**config.mk**
```make
export PLATFORM = sky130hd
export DESIGN_NAME = encoder_8x3_sync
export DESIGN_NICKNAME = d
export VERILOG_FILES = /design/src/rtl/enc_pkg.sv /design/src/rtl/enc_8x3_comb.sv /design/src/rtl/encoder_8x3_sync.sv
export SDC_FILE = /design/constraint.sdc
export NUM_CORES = 1
export LEC_CHECK = 0
export CAP_MARGIN = 20
export CORE_AREA = 2 2 39 41
export DETAILED_ROUTE_END_ITERATION = 7
export DIE_AREA = 0 0 41 43
export DONT_BUFFER_PORTS = 1
export GPL_ROUTABILITY_DRIVEN = 0
export GPL_TIMING_DRIVEN = 1
export HOLD_SLACK_MARGIN = 0.15
export SETUP_SLACK_MARGIN = 0.3
export SYNTH_ARGS = -nofsm -noshare
export SYNTH_HDL_FRONTEND = slang
export SYNTH_SLANG_ARGS = --single-unit
```
**constraint.sdc**
```tcl
create_clock -name clk -period 1.2 [get_ports clk]
set_input_delay 0.06 -clock clk [delete_from_list [all_inputs] [get_ports clk]]
set_output_delay 0.06 -clock clk [all_outputs]
set_load 0.05 [all_outputs]
```
**src/rtl/enc_pkg.sv**
```systemverilog
// -----------------------------------------------------------------------------
// enc_pkg
// Shared definitions for the registered 8-to-3 encoder:
//   IN_W / OUT_W  : request vector width and encoded index width
//   IDX_NONE      : index value presented whenever no valid encode exists
//   enc_res_t     : one encode result (index, valid, multi-hot flag)
//   is_multi_hot  : 1 when two or more bits of a request vector are set
// -----------------------------------------------------------------------------
package enc_pkg;

   localparam int IN_W  = 8;
   localparam int OUT_W = 3;

   localparam logic [OUT_W-1:0] IDX_NONE = 3'b000;
   localparam logic [IN_W-1:0]  IN_ONE   = 8'h01;

   typedef struct packed {
      logic [OUT_W-1:0] idx;
      logic             valid;
      logic             multi_hot;
   } enc_res_t;

   localparam enc_res_t RES_IDLE = '{idx: IDX_NONE, valid: 1'b0, multi_hot: 1'b0};

   // Clearing the lowest set bit leaves something behind only when more than
   // one bit was set, so this avoids a full popcount.
   function automatic logic is_multi_hot(input logic [IN_W-1:0] v);
      return (v & (v - IN_ONE)) != '0;
   endfunction

endpackage

```
**src/rtl/enc_8x3_comb.sv**
```systemverilog
// -----------------------------------------------------------------------------
// enc_8x3_comb
// Purely combinational fixed-priority 8-to-3 encode with multi-hot detect.
// Parameters:
//   PRIORITY_MSB : 1 = highest set bit wins, 0 = lowest set bit wins
// Ports:
//   i_req : request vector, bit i requests index i
//   o_res : encode result; idx = IDX_NONE and valid = 0 when i_req is zero
// -----------------------------------------------------------------------------
module enc_8x3_comb
   import enc_pkg::*;
#(
   parameter int PRIORITY_MSB = 1
) (
   input  logic [IN_W-1:0] i_req,
   output enc_res_t        o_res
);

   always_comb begin
      o_res           = RES_IDLE;
      o_res.valid     = |i_req;
      o_res.multi_hot = is_multi_hot(i_req);
      // The last match in scan order wins, so the scan runs towards the
      // bit that should have priority.
      if (PRIORITY_MSB != 0) begin
         for (int i = 0; i < IN_W; i++) begin
            if (i_req[i]) o_res.idx = i[OUT_W-1:0];
         end
      end else begin
         for (int i = IN_W - 1; i >= 0; i--) begin
            if (i_req[i]) o_res.idx = i[OUT_W-1:0];
         end
      end
   end

endmodule

```
**src/rtl/encoder_8x3_sync.sv**
```systemverilog
// -----------------------------------------------------------------------------
// encoder_8x3_sync
// Registered 8-to-3 binary encoder with enable. One cycle of latency, every
// output is a flop, no combinational input-to-output path.
// Parameters:
//   PRIORITY_MSB : 1 = highest set bit wins, 0 = lowest set bit wins
// Ports:
//   clk       : system clock, rising edge
//   rst_n     : synchronous active-low reset, overrides en and in
//   en        : encode enable; low forces idle outputs on the next edge
//   in        : request vector, bit i requests index i
//   y         : encoded index (IDX_NONE unless valid)
//   valid     : y holds a real encode
//   multi_hot : more than one request bit was set in the encoded sample
// -----------------------------------------------------------------------------
module encoder_8x3_sync
   import enc_pkg::*;
#(
   parameter int PRIORITY_MSB = 1
) (
   input  logic             clk,
   input  logic             rst_n,
   input  logic             en,
   input  logic [IN_W-1:0]  in,
   output logic [OUT_W-1:0] y,
   output logic             valid,
   output logic             multi_hot
);

   enc_res_t w_res_p0;
   enc_res_t r_res_p1;

   enc_8x3_comb #(
      .PRIORITY_MSB(PRIORITY_MSB)
   ) u_comb (
      .i_req(in),
      .o_res(w_res_p0)
   );

   // p0 -> p1: enable gating and output register. Disable reads as idle
   // rather than holding the previous result.
   always_ff @(posedge clk) begin
      if (!rst_n) begin
         r_res_p1 <= RES_IDLE;
      end else if (!en) begin
         r_res_p1 <= RES_IDLE;
      end else begin
         r_res_p1 <= w_res_p0;
      end
   end

   assign y         = r_res_p1.idx;
   assign valid     = r_res_p1.valid;
   assign multi_hot = r_res_p1.multi_hot;

endmodule

```
# Word level (Yosys, flattened, before mapping)
# Cells that the tools add are included.
# classes
n_mux	7
add_sub_neg	1
n_reduce_logical	3
bitwise_logic	1
# ops
operator	count
3-bit two-way mux	4
8-bit bitwise AND	1
8-bit nonzero test	1
8-bit OR reduction	1
8-bit by 1-bit subtractor with 8-bit output, second input constant	1
2-bit two-way mux	2
2-bit AND reduction	1
1-bit two-way mux	1
# totals
in_bits	11
out_inout_bits	5
register_bits	5

# Logic depth before layout (Yosys ltp)
# logic_depth
depth_word	7
depth_mapped	4

# Modules after synthesis
# From an unflattened synthesis, not the netlist that was laid out.
# hier_totals
hier_cells	31
area_unflattened_um2	259.0
# by_module_without_submodules
module	seq_area_each_um2	n_inst	area_per_inst_um2	cells_per_inst
encoder_8x3_sync	100.1	1	131.4	10
enc_8x3_comb	0.0	1	127.6	21

# Worst setup path after synthesis
# OpenSTA, ideal clock, no wires.
# synth_path
path_type	input to register
from	input in[7]
to	register r_res_p1 (netlist bit multi_hot)
arrival_ns	0.812
cell_stages	3
required_time_ns	1.079
slack_ns	0.267
setup_ns	0.121
cell_sequence	or4_4 > nor3_1 > nor4_1
# synth_via
elab_chain_len	3
# synth_lines
element	line_no	source
from (decl)	encoder_8x3_sync.sv:24	input logic [IN_W-1:0] in,
8-bit by 1-bit subtractor with 8-bit output	enc_pkg.sv:28	return (v & (v - IN_ONE)) != '0;
8-bit bitwise AND (*)	enc_pkg.sv:28	
8-bit nonzero test (*)	enc_pkg.sv:28	
to (signal assigned)	encoder_8x3_sync.sv:48	r_res_p1 <= w_res_p0;
to (decl)	encoder_8x3_sync.sv:31	enc_res_t r_res_p1;
# Mark *: on every way between the ends. The rest lies on a longest branch, timed or not.
# A chain may end at the register's enable or synchronous reset.

# Worst setup path after layout
# layout_path
from	input in[1]
to	register r_res_p1 (netlist bit multi_hot)
# The elaborated chain is that of the path after synthesis.

==> flow_metrics.tcl <==
set metrics [dict create \
    vdd_drop_max_v 0.000193 \
    synth_edf_count 0 \
    place_area_um2 263 \
    hold_ws_ns -0.00423 \
    finalHoldViolCount 1 \
    yosys_warnings 0 \
    synth_top_area_cell "dfxtp_1" \
    wirelength_um 557 \
    fin_crit_sh_pct 73.5 \
    async_flop_share_pct 0 \
    cts-root-buf "clkbuf_4" \
    synth_area_leaders "dfxtp_1 43%, nor2_1 9.7%, nor3_1 6.5%" \
    cp-start-kind "input pin" \
    drc 0 \
    portBuffers 0 \
    n_fill_cell 158 \
    syn_inst 28 \
    highest_layer "met3" \
    initial_core_util_pct 16.8 \
    ys.flop_type "dfxtp_1" \
    drive_above_1_share_pct 33.3 \
    path_max_fanout 3 \
    syn-cell-area_um2 233 \
    wl_met1_um 270 \
    synth_top_area_share_pct 43.0 \
    cts_setup_buffers 0 \
    drt_pass1_iterations 2 \
    routed-via-count 225 \
    crit_arrival_ns 1.00 \
    num_rows 14 \
    drt-wirelength-per-cell_um 10.7 \
    syn_avg_cell_area_um2 8.31 \
    drtIter0Drc 2 \
    synth_common_cells "6 x nor2_1, 5 x dfxtp_1, 3 x nor3_1" \
    required_ns 1.32 \
    synthMostInstantiatedCell "nor2_1" \
    clock-sinks 5 \
    ys_seq_area_share_pct 43.0 \
    rsz0062_at_grt "no" \
    core_area_mm2 0.00138 \
    insertedDiodeCount 0 \
    grt_antenna_before_repair 0 \
    grt_pass1_wl_um 814 \
    grt_pass1_vias 229 \
    die_y_um 43 \
    violations "hold timing" \
    yosysUniqueCellTypes 15 \
    setup_viol 0 \
    grt_use_total_pct 6.99 \
    status "finished, violations left" \
    die_w_um 41 \
    drv_cap 0 \
    worstMarginPinSlew_ns 0.243 \
    num-nets-final 48 \
    hp-class "input pin to register" \
    final_area_um2 342 \
    routed_via_density 4.33 \
    tns_ns 0 \
    path_clk_slew_ns 0.04 \
    ant_nets 0 \
    grt-ovfl-total 0 \
    die_area_mm2 0.00176 \
    numCtsBuffers 3 \
    worstSetupEndpointType "register" \
    areaGrowthSynthToFinish_pct 46.8 \
    synth_nets 39 \
    cts_tree "done" \
    fmax_mhz 1130 \
    met3_length_um 62 \
    critical_path_class "input pin to register" \
    slew_headroom_pct 83.7 \
    htreeDepth 1 \
    ys_ff_latch 5 \
    postCtsHoldBufs 4 \
    slew_viol_final 0 \
    power.density_mw_per_mm2 1300 \
    leakage_nw 0.118 \
    io-pin-count 16 \
    utilization_pct 24.7 \
    clockBufferDepth 2 \
    finalWorstPathRequiredPeriod_ns 0.882 \
    grt_max_degree 6 \
    wl_met2_um 224 \
]
## worst paths after layout
path / from / to / slack [ns] / cells past startpoint
max: in[1] / multi_hot$_SDFF_PN0_ / 0.32 / 3
min: in[7] / y[0]$_SDFF_PN0_ / -0.004 / 1
## flip-flops by register name, indices dropped and copies added (netlist names)
| name | count |
|---|---|
| valid | 1 |
| multi_hot | 1 |
| y | 3 |
## critical path: stages
cell and delay, ns:
dlygate4sd3_1 0.59, nor3_1 0.27, nor4_2 0.07
## cells by family (layout without fill, tap and decap cells)
| kind of cell | count (synthesis) | in the layout | share of synthesized area [%] |
|---|---|---|---|
| buf+inv | 1 | 9 | 1.61 |
| simple gates | 14 | 14 | 30.6 |
| flops | 5 | 5 | 43.0 |
| compound gates | 7 | 7 | 20.4 |
| fa+ha+maj | 1 | 1 | 4.30 |
## final cells by class
class                      count  area (um2)  area share, %
clock buffer                   4        26.3           7.69
inverter                       1        3.75           1.10
multi-input combinational     22         145           42.5
sequential                     5         106           31.1
tap                           16        20.0           5.86
timing repair buffer           4        40.0           11.7
## power breakdown
part	switching [W]	internal [W]	leakage, nW
combinational	0.0000166	0.0000243	0.0598
clock	0.0000612	0.000125	0.0150
sequential	0.0000375	0.000179	0.0430
## per-layer routing
| layer | global-route usage [%] | up-vias |
|---|---|---|
| met5 | 0 | - |
| met4 | 8.00 | 0 |
| met3 | 1.05 | 0 |
| met2 | 7.19 | 12 |
| met1 | 10.4 | 93 |
| li1 | - | 120 |
## placed cells by master, fill, tap and decap left out, types with 2 or more instances in the layout
cell type / n
a211oi_1: 2
dlygate4sd3_1: 4
clkbuf_4: 3
nor2_1: 6
a21oi_1: 2
nor3_2: 2
dfxtp_2: 5
## metrics by stage
stage / instances / setup WS [ns] / power [W]
final: 52 / 0.318 / 0.000444
after floorplan: 28 / 0.275 / 0.000241
after global routing: 52 / 0.306 / 0.000467
after detailed placement: 44 / 0.242 / 0.000245
after global placement: 44 / 0.255 / 0.000245
after CTS: 52 / 0.371 / 0.000457
## timing repair
| item | in CTS | in global routing |
|---|---|---|
| pin swaps | 0 | 0 |
| endpoints found under the setup margin | 5 | 1 |
| gates resized for setup | 5 | 1 |
| hold endpoints to repair | 5 | 4 |
(Power assumes the default switching activity.)
